`src/rtl/vga_pkg.sv`:
```
// Shared encodings and reset constants for the VGA pattern engine.
// Register map, pattern modes, LFSR seed and the noise-generator step function.
package vga_pkg;

  typedef enum logic [1:0] {
    MODE_SOLID    = 2'd0,
    MODE_NOISE    = 2'd1,
    MODE_CHECKER  = 2'd2,
    MODE_GRADIENT = 2'd3
  } mode_e;

  typedef enum logic [1:0] {
    REG_MODE  = 2'd0,
    REG_FG    = 2'd1,
    REG_BG    = 2'd2,
    REG_SHIFT = 2'd3
  } reg_addr_e;

  localparam logic [15:0] LFSR_SEED     = 16'hACE1;
  localparam logic [2:0]  SHIFT_DEFAULT = 3'd3;

  // 16-bit Fibonacci LFSR, taps 16,14,13,11 (bit 15 is tap 16).
  function automatic logic [15:0] lfsr_next(input logic [15:0] s);
    return {s[14:0], s[15] ^ s[13] ^ s[12] ^ s[10]};
  endfunction

endpackage

```
`src/rtl/vga_pattern_engine_if.sv`:
```
// Configuration write bus of the VGA pattern engine.
// The host drives through master; the engine receives through slave.
interface vga_pattern_engine_if;
  logic        cfg_wr;
  logic [1:0]  cfg_addr;
  logic [11:0] cfg_data;

  modport master (output cfg_wr, cfg_addr, cfg_data);
  modport slave  (input  cfg_wr, cfg_addr, cfg_data);
endinterface

```
`src/rtl/vga_timing_core.sv`:
```
// Raster counters for the VGA pattern engine: position, sync windows,
// active-video flag and the end-of-frame commit strobe (all from counter state).
module vga_timing_core #(
  parameter int H_ACTIVE = 640,
  parameter int H_FP     = 16,
  parameter int H_SYNC   = 96,
  parameter int H_BP     = 48,
  parameter int V_ACTIVE = 480,
  parameter int V_FP     = 10,
  parameter int V_SYNC   = 2,
  parameter int V_BP     = 33,
  parameter int HW       = $clog2(H_ACTIVE + H_FP + H_SYNC + H_BP),
  parameter int VW       = $clog2(V_ACTIVE + V_FP + V_SYNC + V_BP)
) (
  input  logic          clk,
  input  logic          rst,
  output logic [HW-1:0] hcount,
  output logic [VW-1:0] vcount,
  output logic          hsync_on,
  output logic          vsync_on,
  output logic          active,
  output logic          commit
);

  localparam int H_TOTAL = H_ACTIVE + H_FP + H_SYNC + H_BP;
  localparam int V_TOTAL = V_ACTIVE + V_FP + V_SYNC + V_BP;

  localparam logic [HW-1:0] H_LAST   = HW'(H_TOTAL - 1);
  localparam logic [HW-1:0] H_VIS    = HW'(H_ACTIVE);
  localparam logic [HW-1:0] HS_FIRST = HW'(H_ACTIVE + H_FP);
  localparam logic [HW-1:0] HS_LAST  = HW'(H_ACTIVE + H_FP + H_SYNC - 1);
  localparam logic [VW-1:0] V_LAST   = VW'(V_TOTAL - 1);
  localparam logic [VW-1:0] V_VIS    = VW'(V_ACTIVE);
  localparam logic [VW-1:0] VS_FIRST = VW'(V_ACTIVE + V_FP);
  localparam logic [VW-1:0] VS_LAST  = VW'(V_ACTIVE + V_FP + V_SYNC - 1);

  // NOTE: clocked state uses <= so every flop samples pre-edge values;
  // a blocking = here would let later statements see already-updated counts.
  always_ff @(posedge clk) begin
    if (rst) begin
      hcount <= '0;
      vcount <= '0;
    end else if (hcount == H_LAST) begin
      hcount <= '0;
      vcount <= (vcount == V_LAST) ? '0 : vcount + VW'(1);
    end else begin
      hcount <= hcount + HW'(1);
    end
  end

  assign hsync_on = (hcount >= HS_FIRST) && (hcount <= HS_LAST);
  assign vsync_on = (vcount >= VS_FIRST) && (vcount <= VS_LAST);
  assign active   = (hcount < H_VIS) && (vcount < V_VIS);
  assign commit   = (hcount == H_LAST) && (vcount == V_LAST);

endmodule

```
`src/rtl/vga_pattern_engine.sv`:
```
// VGA test-pattern generator: double-buffered config registers committed at
// frame end, four pattern modes, and registered sync/de/rgb with one cycle latency.
module vga_pattern_engine #(
  parameter int H_ACTIVE = 640,
  parameter int H_FP     = 16,
  parameter int H_SYNC   = 96,
  parameter int H_BP     = 48,
  parameter int V_ACTIVE = 480,
  parameter int V_FP     = 10,
  parameter int V_SYNC   = 2,
  parameter int V_BP     = 33,
  parameter int CBITS    = 2,
  parameter bit SYNC_POL = 1'b0
) (
  input  logic                  clk,
  input  logic                  rst,
  vga_pattern_engine_if.slave   cfg,
  output logic                  hs,
  output logic                  vs,
  output logic                  de,
  output logic [3*CBITS-1:0]    rgb,
  output logic                  frame_tick
);
  import vga_pkg::*;

  localparam int CW = 3 * CBITS;
  localparam int HW = $clog2(H_ACTIVE + H_FP + H_SYNC + H_BP);
  localparam int VW = $clog2(V_ACTIVE + V_FP + V_SYNC + V_BP);

  typedef struct packed {
    mode_e          mode;
    logic [CW-1:0]  fg;
    logic [CW-1:0]  bg;
    logic [2:0]     shift;
  } regs_t;

  localparam regs_t REGS_RESET = '{mode: MODE_SOLID, fg: '0, bg: '0, shift: SHIFT_DEFAULT};

  logic [HW-1:0] hcount;
  logic [VW-1:0] vcount;
  logic          hsync_on, vsync_on, active, commit;

  regs_t         pend_q, act_q;
  logic [15:0]   lfsr_q;
  logic [HW-1:0] hsh;
  logic [VW-1:0] vsh;
  logic [CW-1:0] pix;

  vga_timing_core #(
    .H_ACTIVE(H_ACTIVE), .H_FP(H_FP), .H_SYNC(H_SYNC), .H_BP(H_BP),
    .V_ACTIVE(V_ACTIVE), .V_FP(V_FP), .V_SYNC(V_SYNC), .V_BP(V_BP),
    .HW(HW), .VW(VW)
  ) u_timing (
    .clk      (clk),
    .rst      (rst),
    .hcount   (hcount),
    .vcount   (vcount),
    .hsync_on (hsync_on),
    .vsync_on (vsync_on),
    .active   (active),
    .commit   (commit)
  );

  // NOTE: pix gets a default before the case so no path leaves it unassigned,
  // which would otherwise infer a latch.
  always_comb begin
    hsh = hcount >> act_q.shift;
    vsh = vcount >> act_q.shift;
    pix = '0;
    if (active) begin
      case (act_q.mode)
        MODE_SOLID:    pix = act_q.fg;
        MODE_NOISE:    pix = lfsr_q[CW-1:0];
        MODE_CHECKER:  pix = (hsh[0] ^ vsh[0]) ? act_q.fg : act_q.bg;
        MODE_GRADIENT: pix = {3{hsh[CBITS-1:0]}};
      endcase
    end
  end

  // NOTE: the config registers are a handful of flops, not a memory array,
  // so they are reset along with the rest of the state.
  always_ff @(posedge clk) begin
    if (rst) begin
      pend_q     <= REGS_RESET;
      act_q      <= REGS_RESET;
      lfsr_q     <= LFSR_SEED;
      hs         <= ~SYNC_POL;
      vs         <= ~SYNC_POL;
      de         <= 1'b0;
      rgb        <= '0;
      frame_tick <= 1'b0;
    end else begin
      // A write on the commit cycle lands in pending only; act_q takes the old value.
      if (commit) act_q <= pend_q;
      if (cfg.cfg_wr) begin
        case (reg_addr_e'(cfg.cfg_addr))
          REG_MODE:  pend_q.mode  <= mode_e'(cfg.cfg_data[1:0]);
          REG_FG:    pend_q.fg    <= cfg.cfg_data[CW-1:0];
          REG_BG:    pend_q.bg    <= cfg.cfg_data[CW-1:0];
          REG_SHIFT: pend_q.shift <= cfg.cfg_data[2:0];
        endcase
      end
      if (active) lfsr_q <= lfsr_next(lfsr_q);
      hs         <= hsync_on ? SYNC_POL : ~SYNC_POL;
      vs         <= vsync_on ? SYNC_POL : ~SYNC_POL;
      de         <= active;
      rgb        <= pix;
      frame_tick <= commit;
    end
  end

  // Bits of the bus and shifted counters that the patterns never look at.
  logic unused_bits;
  assign unused_bits = ^{cfg.cfg_data, hsh, vsh};

endmodule

```
`src/flat_wrapper.sv`:
```
// flat-port wrapper written by rule: the top's interface ports become plain ports
module vga_pattern_engine_flat import vga_pkg::*;
#(
  parameter int H_ACTIVE = 640,
  parameter int H_FP     = 16,
  parameter int H_SYNC   = 96,
  parameter int H_BP     = 48,
  parameter int V_ACTIVE = 480,
  parameter int V_FP     = 10,
  parameter int V_SYNC   = 2,
  parameter int V_BP     = 33,
  parameter int CBITS    = 2,
  parameter bit SYNC_POL = 1'b0
)
  (clk, rst, hs, vs, de, rgb, frame_tick, cfg_cfg_wr, cfg_cfg_addr, cfg_cfg_data);
  vga_pattern_engine_if cfg_i ();
  input  logic clk;
  input  logic rst;
  output logic hs;
  output logic vs;
  output logic de;
  output logic [3*CBITS-1:0] rgb;
  output logic frame_tick;
  input wire logic [$bits(cfg_i.cfg_wr)-1:0] cfg_cfg_wr;
  input wire logic [$bits(cfg_i.cfg_addr)-1:0] cfg_cfg_addr;
  input wire logic [$bits(cfg_i.cfg_data)-1:0] cfg_cfg_data;
  assign cfg_i.cfg_wr = cfg_cfg_wr;
  assign cfg_i.cfg_addr = cfg_cfg_addr;
  assign cfg_i.cfg_data = cfg_cfg_data;
  vga_pattern_engine #(.H_ACTIVE(H_ACTIVE), .H_FP(H_FP), .H_SYNC(H_SYNC), .H_BP(H_BP), .V_ACTIVE(V_ACTIVE), .V_FP(V_FP), .V_SYNC(V_SYNC), .V_BP(V_BP), .CBITS(CBITS), .SYNC_POL(SYNC_POL)) u_core (.clk(clk), .rst(rst), .cfg(cfg_i), .hs(hs), .vs(vs), .de(de), .rgb(rgb), .frame_tick(frame_tick));
endmodule
```
`config.mk`:
```
export PLATFORM = sky130hd
export DESIGN_NAME = vga_pattern_engine_flat
export DESIGN_NICKNAME = d
export VERILOG_FILES = /design/src/rtl/vga_pkg.sv /design/src/rtl/vga_pattern_engine_if.sv /design/src/rtl/vga_timing_core.sv /design/src/rtl/vga_pattern_engine.sv /design/src/flat_wrapper.sv
export SDC_FILE = /design/constraint.sdc
export NUM_CORES = 1
export LEC_CHECK = 0
export ABC_CLOCK_PERIOD_IN_PS = 3350
export BUFFER_PORTS_ARGS = -buffer_cell sky130_fd_sc_hd__buf_2
export CAP_MARGIN = 20
export CORE_MARGIN = 3
export CORE_UTILIZATION = 30
export CTS_CLUSTER_SIZE = 16
export DETAILED_ROUTE_END_ITERATION = 7
export SLEW_MARGIN = 20
export SYNTH_ARGS = -nofsm -noshare
export SYNTH_HDL_FRONTEND = slang
export SYNTH_SLANG_ARGS = --single-unit
```
`constraint.sdc`:
```
create_clock -name clk -period 3.35 [get_ports clk]
set_input_delay 0.5025 -clock clk [delete_from_list [all_inputs] [get_ports clk]]
set_output_delay 0.5025 -clock clk [all_outputs]
set_load 0.01 [all_outputs]
```
==> results_dict.tcl, run 1 <==
set metrics [dict create \
    netlist_area_um2 3530 \
    vias 2530 \
    synthMuxAreaShare_pct 10.0 \
    async_flop_share_pct 0 \
    overflow 0 \
    p_per_area_nw_per_um2 515 \
    clock.fmax_ghz 0.477 \
    cts_max_level 3 \
    ctsLongestPathBuffers 2 \
    hold_viol 0 \
    grt_pass1_vias 2356 \
    coreArea_um2 11200 \
    start_util_pct 31.6 \
    hold_path_class "input port to flop" \
    synth_fp_nets 391 \
    grt_pass1_wl_mm 11.8 \
    syn_inst 369 \
    drtIter0Drc 125 \
    area.growth.synth_to_final_pct 13.7 \
    slew_headroom_pct 42.2 \
    fin_skew_ns 0.00894 \
    top_usage_layer "met2" \
    drive_gt1_share_pct 15.6 \
    io_buffer_count 20 \
    cp.required_ns 3.62 \
    leakage_nw 1.63 \
    post-cts-setup-buffer-count 0 \
    setup_tns_ns 0 \
    wire_per_inst_um 12.9 \
    yosysTopAreaCellShare_pct 45.4 \
    ir_worst_vdd_uv 207 \
    synth_xor_area_share_pct 5.43 \
    synth_common_cells "80 x dfxtp_1, 40 x nand2_1, 35 x nor2_1" \
    vias_per_cell 4.83 \
    cp-start-kind "flop" \
    cts_sinks 80 \
    yosysWarnings 0 \
    cts_tree "yes" \
    nNetsFinal 401 \
    worst_setup_path_end_kind "flop" \
    syn_avg_cell_area_um2 9.56 \
    finalPower_mw 2.07 \
    drtPass1Iterations 4 \
    status "finished, final reports clean" \
    netlist.top_cell.by_area "dfxtp_1" \
    ys_ff_latch 80 \
    setup_viol 0 \
    critPathKind "flop to flop" \
    grt_max_degree 50 \
    worstPathArrival_ns 2.36 \
    synth_edf_count 0 \
    clkTransAtPathRegs_ns 0.06 \
    antenna_found_initial 0 \
    synthSimpleGateAreaFrac_pct 23.9 \
    rsz0062_at_grt "no" \
    fin_crit_sh_pct 62.5 \
    slew_violations 0 \
    synth_top_family_by_area "simple AND/OR/NAND/NOR gates" \
    ys.flop_type "dfxtp_1" \
    cts_hold_buf 0 \
    antenna_left 0 \
    wl_mm 6.74 \
    n_fill_cell 1104 \
    grt_util_all_layers_pct 11.1 \
    maxCapViolCount 0 \
    seq_area_frac_synth_pct 45.4 \
    synth-adder-area-share_pct 1.77 \
    fp-row-count 38 \
    die_h_um 114 \
    synthTopCellsByArea "dfxtp_1 45%, mux2i_1 4.8%, nand2_1 4.3%" \
    ios 27 \
    synth.most_common_cell "dfxtp_1" \
    use_met2_pct 16.1 \
    cp_max_fo 18 \
    die_x_um 114 \
    ctsResizeCount 0 \
    place.gp.congestion 0.783 \
    yosysUniqueCellTypes 51 \
    met1_usage_pct 15.8 \
    dpl.hpwl_mm 4.62 \
    synth-compound-area-share_pct 9.50 \
    tightest_slew_ns 0.867 \
    drc 0 \
    root_buffer "clkbuf_16" \
    grtUsageMet3_pct 3.17 \
    clock_latency_ns 0.33 \
    antenna_cells 0 \
    cts_buffers 9 \
    die_area_um2 13100 \
    min_period_ns 2.09 \
]
## flip-flops by register name, indices dropped and copies added, names as in the netlist
signal                  flops
u_core.pend_q              17
u_core.vs                   1
u_core.rgb                  6
u_core.lfsr_q              16
u_core.u_timing.vcount     10
u_core.u_timing.hcount     10
u_core.act_q               17
u_core.hs                   1
u_core.de                   1
u_core.frame_tick           1
## routing by layer
layer	share of wire [%]	routed length, µm	up-vias
li1	-	-	1321
met1	53	3560	1178
met2	44	2940	25
met3	2.4	160	6
met4	1.1	74	0
met5	0	0	-
## cells in the final DEF, fill, tap and decap left out, types with 3 or more instances in the layout
| cell | netlist | final |
|---|---|---|
| dfxtp_1 | 80 | 80 |
| nand2_1 | 40 | 40 |
| nor2_1 | 35 | 35 |
| buf_2 | 5 | 20 |
| mux2i_1 | 17 | 17 |
| nand3_1 | 15 | 15 |
| nand4_1 | 13 | 13 |
| a21oi_1 | 12 | 12 |
| a22o_1 | 12 | 12 |
| xor2_1 | 10 | 10 |
| xnor2_1 | 10 | 10 |
| nand3b_1 | 9 | 9 |
| clkbuf_16 | 0 | 9 |
| inv_1 | 8 | 8 |
| nor3_1 | 8 | 8 |
| o21ai_0 | 7 | 7 |
| or3_1 | 6 | 6 |
| mux4_2 | 5 | 5 |
| ha_1 | 5 | 5 |
| and3_1 | 4 | 4 |
| nor3b_1 | 4 | 4 |
| nor2b_1 | 4 | 4 |
| and4_1 | 3 | 3 |
| a32oi_1 | 3 | 3 |
| o21ai_1 | 3 | 3 |
## critical path, cell delays in order (launching register included)
cell,delay [ns]
dfxtp_1,0.36
inv_1,0.11
ha_1,0.15
nand4_1,0.12
or4_4,0.54
nor3_4,0.51
nand2_1,0.16
o21ai_2,0.07
## layout make-up
class                           instances  area [µm²]  area share [%]
Timing Repair Buffer                   22         115            2.87
Tap cell                              140         175            4.37
Sequential cell                        80        1600            39.9
Multi-Input combinational cell        258        1790            44.5
Inverter                                8        30.0           0.748
Clock inverter                          7        80.1            2.00
Clock buffer                            9         225            5.61
## logic make-up after synthesis
kind of cell,count (synthesis)
AOI/OAI and AO/OA,48
xor gates and xnor gates,21
adders and majority gates,5
muxes,25
DFF,80
buffers and inverters,31
and+or+nand+nor,159
## through the flow
stage / setup slack, ns / area, µm² / hold WS [ns] / std cells / utilization, %
after global placement: 1.14 / 3710 / 0.439 / 508 / 33.2
after floorplan: 1.56 / 3530 / 0.424 / 369 / -
after global routing: 1.02 / 4010 / 0.415 / 524 / 35.9
after detailed placement: 1.13 / 3710 / 0.441 / 508 / 33.2
after CTS: 1.25 / 4010 / 0.412 / 524 / 35.9
final: 1.26 / 4010 / 0.416 / 524 / 35.9
## final timing paths
check                           depth (start not counted)                 startpoint  slack [ns]               end
worst max-delay path                                    7  u_core.u_timing.vcount[0]        1.26  u_core.act_q[16]
worst min-delay path                                    3            cfg_cfg_data[5]        0.42  u_core.pend_q[8]
worst max register to register                          7  u_core.u_timing.vcount[0]        1.26  u_core.act_q[16]
worst min register to register                          2           u_core.pend_q[0]        0.45   u_core.act_q[0]
## where the power goes
group	internal, mW	switching [mW]	leakage (nW)
Clock	0.586	0.408	0.148
Combinational	0.0353	0.0429	0.836
Sequential	0.976	0.0193	0.651
Total	1.60	0.470	1.63
Power figures use the tool's default switching activity.
==> inputs of run 2 (changes only) <==
--- a/config.mk
+++ b/config.mk
@@ -5,7 +5,7 @@
 export SDC_FILE = /design/constraint.sdc
 export NUM_CORES = 1
 export LEC_CHECK = 0
-export ABC_CLOCK_PERIOD_IN_PS = 3350
+export ABC_CLOCK_PERIOD_IN_PS = 2200
 export BUFFER_PORTS_ARGS = -buffer_cell sky130_fd_sc_hd__buf_2
 export CAP_MARGIN = 20
 export CORE_MARGIN = 3
==> constraint.sdc (replaced) <==
create_clock -name clk -period 2.2 [get_ports clk]
set_input_delay 0.33 -clock clk [delete_from_list [all_inputs] [get_ports clk]]
set_output_delay 0.33 -clock clk [all_outputs]
set_load 0.01 [all_outputs]
==> run 2 against run 1 <==
Compared with the run above: global-route usage is 0.061 points higher; combinational power grew 56%; clock-buffer cell count did not move; critical path depth fell by 2; flip-flop and latch count unchanged; power up 57%; highest routed layer unchanged; sequential share of layout area is 0.73 points lower; via count up 4.2%; fmax increased by 3.7%.
==> results_dict.tcl, run 2 (synthesis gave the netlist of run 1 again) <==
set metrics [dict create \
    status "finished, final reports clean" \
    swShare_pct 21.7 \
    cp.required_ns 2.40 \
    seq_area_um2 1600 \
    cp-start-kind "flop" \
    tightest_slew_ns 0.628 \
    slew_headroom_pct 58.1 \
    p_sw_uw 705 \
    crit_buf_inv 0 \
    leakage_nw 1.68 \
    die_h_um 114 \
    grt_max_degree 30 \
    io_buffer_count 20 \
    holdPathStages 3 \
    worstReg2RegEnd "u_core.rgb[3]" \
    cts_hold_buf 0 \
    critPathKind "flop to flop" \
    multiInputGateArea_um2 1790 \
    slew_violations 0 \
    ctsLongestPathBuffers 2 \
    reg2regPathDepth 5 \
    dpl.hpwl_mm 4.68 \
    cp_slowest_stage_delay_ns 0.65 \
    cp_max_fo 9 \
    drc 0 \
    pwr-share-clk_pct 49.7 \
    fin_crit_sh_pct 91.8 \
    antenna_left 0 \
    drtIter0Drc 142 \
    rsz0062_at_grt "no" \
    antenna_cells 0 \
    hp-start "cfg_cfg_data[5]" \
    grt_pass1_wl_mm 11.8 \
    post-cts-setup-buffer-count 0 \
    ctsResizeCount 0 \
    crit_cells 5 \
    cts_buffers 9 \
    maxCapViolCount 0 \
    n_fill_cell 1111 \
    setup_viol 0 \
    worstPathArrival_ns 2.22 \
    clkTransAtPathRegs_ns 0.07 \
    fin_skew_ns 0.00929 \
    grt_util_all_layers_pct 11.2 \
    drtPass1Iterations 4 \
    cts_sinks 80 \
    reg2reg_from "u_core.act_q[0]" \
    start_util_pct 31.6 \
    setup_tns_ns 0 \
    reg.largest.list "u_core.act_q (17), u_core.pend_q (17), u_core.lfsr_q (16)" \
    nNetsFinal 408 \
    cts_tree "yes" \
    vias 2635 \
    p_per_area_nw_per_um2 797 \
    rrSetupSlack_ns 0.18 \
    cpLargestDelayFamily "multiplexers" \
    root_buffer "clkbuf_16" \
    p_int_mw 2.55 \
    fp-row-count 38 \
    ir_worst_vdd_uv 349 \
    hold_ws_ns 0.239 \
    hold_end "u_core.pend_q[14]" \
    antenna_found_initial 0 \
    area.growth.synth_to_final_pct 15.9 \
    die_area_um2 13100 \
    clock.fmax_ghz 0.495 \
    hold_viol 0 \
    layout_common_cells "80 x dfxtp_1, 40 x nand2_1, 35 x nor2_1" \
    wl_mm 6.88 \
    vias_per_cell 4.96 \
    worst_path_max_delay_cell "mux4_1" \
    drive_gt1_share_pct 17.1 \
    min_period_ns 2.02 \
    crit_path_start "u_core.act_q[0]" \
    hold_path_class "input port to flop" \
    worst_setup_path_end_kind "flop" \
    die_x_um 114 \
    final_common_cell "dfxtp_1" \
    wire_per_inst_um 13.0 \
    pwr-share-comb_pct 3.7 \
    clock_latency_ns 0.34 \
    overflow 0 \
    ios 27 \
    place.gp.congestion 0.774 \
    cp_cell_sequence "mux4_1 > mux2i_4 > xnor2_2 > a32oi_1 > o21ai_1" \
    grt_pass1_vias 2379 \
    cts_max_level 3 \
    coreArea_um2 11200 \
    seq_power_share_pct 46.6 \
]
## run 2: changes by cell type in the layout (fill, tap and decap cells not counted), sizes merged
| cell | before | now |
|---|---|---|
| buf | 22 | 29 |
| inv | 10 | 11 |
| clkinv | 3 | 2 |
| bufinv | 1 | 2 |
| clkinvlp | 1 | 0 |
## run 2: layout make-up
type / instances / area share, %
Tap cell: 140 / 4.29
Timing Repair Buffer: 29 / 4.10
Inverter: 8 / 0.735
Clock buffer: 9 / 5.51
Sequential cell: 80 / 39.2
Clock inverter: 7 / 2.51
Multi-Input combinational cell: 258 / 43.7
## run 2: worst max path at each step
| stage | slack [ns] | endpoint |
|---|---|---|
| floorplan | 0.41 | u_core.act_q[12] |
| global placement | 0.24 | u_core.rgb[1] |
| detailed placement | 0.19 | u_core.rgb[3] |
| CTS | 0.17 | u_core.rgb[3] |
| global route | 0.05 | u_core.u_timing.vcount[8] |
| finish | 0.18 | u_core.rgb[3] |
## run 2: worst min-delay path, stage by stage
cell,delay [ns]
buf_2,0.09
mux2i_1,0.06
nor2_1,0.07
## run 2: stage by stage
| stage | setup slack, ns | cells | total power, mW | utilization, % | cell area, µm² |
|---|---|---|---|---|---|
| 2_1_floorplan | 0.413 | 369 | 1.63 | - | 3530 |
| 3_3_place_gp | 0.244 | 515 | 1.67 | 33.7 | 3760 |
| 3_5_place_dp | 0.190 | 515 | 1.67 | 33.7 | 3760 |
| 4_1_cts | 0.172 | 531 | 3.30 | 36.6 | 4090 |
| 5_1_grt | 0.0467 | 531 | 3.37 | 36.6 | 4090 |
| 6_report | 0.180 | 531 | 3.26 | 36.6 | 4090 |
## run 2: power groups by stage
stage,Combinational [mW],Sequential (mW),Clock (mW)
after floorplan,0.0911,1.54,0
after global placement,0.120,1.55,0
after detailed placement,0.123,1.55,0
after CTS,0.124,1.52,1.65
after global routing,0.137,1.52,1.71
final,0.122,1.52,1.62
## run 2: metal layers
metal	global-route usage, %	up-vias	wire length (µm)
met3	3.38	6	256
li1	-	1338	-
met5	0	-	0
met4	4.28	0	97
met2	16.6	42	3060
met1	15.2	1249	3470
==> inputs of run 3 (changes only) <==
--- a/config.mk
+++ b/config.mk
@@ -12,7 +12,8 @@
 export CORE_UTILIZATION = 30
 export CTS_CLUSTER_SIZE = 16
 export DETAILED_ROUTE_END_ITERATION = 7
-export SLEW_MARGIN = 20
+export GPL_TIMING_DRIVEN = 0
+export SLEW_MARGIN = 30
 export SYNTH_ARGS = -nofsm -noshare
 export SYNTH_HDL_FRONTEND = slang
 export SYNTH_SLANG_ARGS = --single-unit
==> run 3 against run 2 <==
Compared with the run above: power is 7.0% lower; flip-flop and latch count unchanged; global-route usage rose by 0.68 points; final cell count up 2.6%; largest cell class unchanged; highest routed layer unchanged; combinational power grew 5%.
==> results_dict.tcl, run 3 (synthesis gave the netlist of run 1 again) <==
set metrics [dict create \
    status "finished, final reports clean" \
    final_common_cell "dfxtp_1" \
    cp-start-kind "flop" \
    ios 27 \
    drc 0 \
    worst_path_max_delay_cell "or4_4" \
    clock.fmax_ghz 0.495 \
    drtPass1Iterations 4 \
    fp-row-count 38 \
    drtIter0Drc 106 \
    overflow 0 \
    finalPower_mw 3.03 \
    cp.required_ns 2.47 \
    maxCapViolCount 0 \
    cp_slowest_stage_delay_ns 0.54 \
    setup_viol 0 \
    ctsLongestPathBuffers 2 \
    root_buffer "clkbuf_16" \
    worstPathArrival_ns 2.29 \
    rsz0062_at_grt "no" \
    cp_max_fo 10 \
    cts_tree "yes" \
    grt_pass1_wl_mm 12.4 \
    cts_max_level 3 \
    crit_buf_inv 2 \
    hold_path_class "input port to flop" \
    die_area_um2 13100 \
    reg.largest.list "u_core.act_q (17), u_core.pend_q (17), u_core.lfsr_q (16)" \
    fin_util_pct 36.6 \
    antenna_left 0 \
    hold_viol 0 \
    hold_ws_ns 0.240 \
    p_per_area_nw_per_um2 741 \
    clkTransAtPathRegs_ns 0.06 \
    die_x_um 114 \
    wire_per_inst_um 13.6 \
    setup_tns_ns 0 \
    dp.cells 529 \
    grt_pass1_vias 2533 \
    post-cts-setup-buffer-count 0 \
    grt_max_degree 16 \
    die_h_um 114 \
    clock_latency_ns 0.34 \
    place_ws_ns 0.175 \
    final_cell_count_no_fill 545 \
    slew_headroom_pct 58.3 \
    worst_setup_path_end_kind "flop" \
    dpl_cell_area_um2 3800 \
    drive_gt1_share_pct 16.5 \
    grt_util_all_layers_pct 11.9 \
    start_util_pct 31.6 \
    ir_worst_vdd_uv 325 \
    leakage_nw 1.67 \
    antenna_found_initial 0 \
    place.gp.congestion 0.790 \
    coreArea_um2 11200 \
    io_buffer_count 20 \
    nNetsFinal 422 \
    area.growth.synth_to_final_pct 15.9 \
    dpl.hpwl_mm 5.35 \
    cts_buffers 9 \
    fin_skew_ns 0.00638 \
    wl_mm 7.39 \
    setup_slack_ns 0.178 \
    critPathKind "flop to flop" \
    tightest_slew_ns 0.621 \
    cts_sinks 80 \
    vias_per_cell 4.92 \
    final_cell_area_um2 4090 \
    layout_common_cells "80 x dfxtp_1, 40 x nand2_1, 35 x nor2_1" \
    cp_cell_sequence "clkbuf_1 > nand4_1 > or4_4 > nor3_4 > buf_6 > nand2_1 > o21ai_2" \
    slew_violations 0 \
    fin_crit_sh_pct 91.9 \
    min_period_ns 2.02 \
    antenna_cells 0 \
    cpLargestDelayFamily "simple AND/OR/NAND/NOR gates" \
    vias 2683 \
]
## run 3: timing repair
action	CTS	global route
hold buffers	0	0
resized for setup	0	2
setup endpoints to repair	0	1
## run 3: per-layer routing
metal / wire (µm) / part of all wire (%) / GRT usage, %
met3: 207 / 2.8 / 2.80
met5: 0 / 0 / 0
met1: 3700 / 50 / 16.1
met4: 92 / 1.2 / 4.51
met2: 3390 / 46 / 18.3
## run 3: worst paths after layout
path / to / slack (ns) / start / cells past startpoint
worst max register to register: u_core.act_q[16] / 0.18 / u_core.u_timing.vcount[2] / 7
worst max-delay path: u_core.act_q[16] / 0.18 / u_core.u_timing.vcount[2] / 7
worst min register to register: u_core.act_q[1] / 0.45 / u_core.pend_q[1] / 2
worst min-delay path: u_core.pend_q[8] / 0.24 / cfg_cfg_data[5] / 3
## run 3: report_power, final
part	switching (mW)	total [mW]	leakage (nW)	internal, mW
Combinational	0.0709	0.128	0.884	0.0568
Clock	0.613	1.39	0.137	0.773
Sequential	0.0295	1.52	0.651	1.49
## run 3: cell type report
| class | count | area, µm² |
|---|---|---|
| Buffer | 23 | 111 |
| Fill cell | 1119 | 7090 |
| Clock buffer | 9 | 225 |
| Timing Repair Buffer | 20 | 100 |
| Multi-Input combinational cell | 258 | 1790 |
| Tap cell | 140 | 175 |
| Sequential cell | 80 | 1600 |
| Inverter | 8 | 30.0 |
| Clock inverter | 7 | 52.6 |
## run 3: worst register-to-register path, stage by stage, from the launching register on
cell      delay [ns]
dfxtp_1         0.30
clkbuf_1        0.31
nand4_1         0.15
or4_4           0.54
nor3_4          0.32
buf_6           0.20
nand2_1         0.09
o21ai_2         0.05
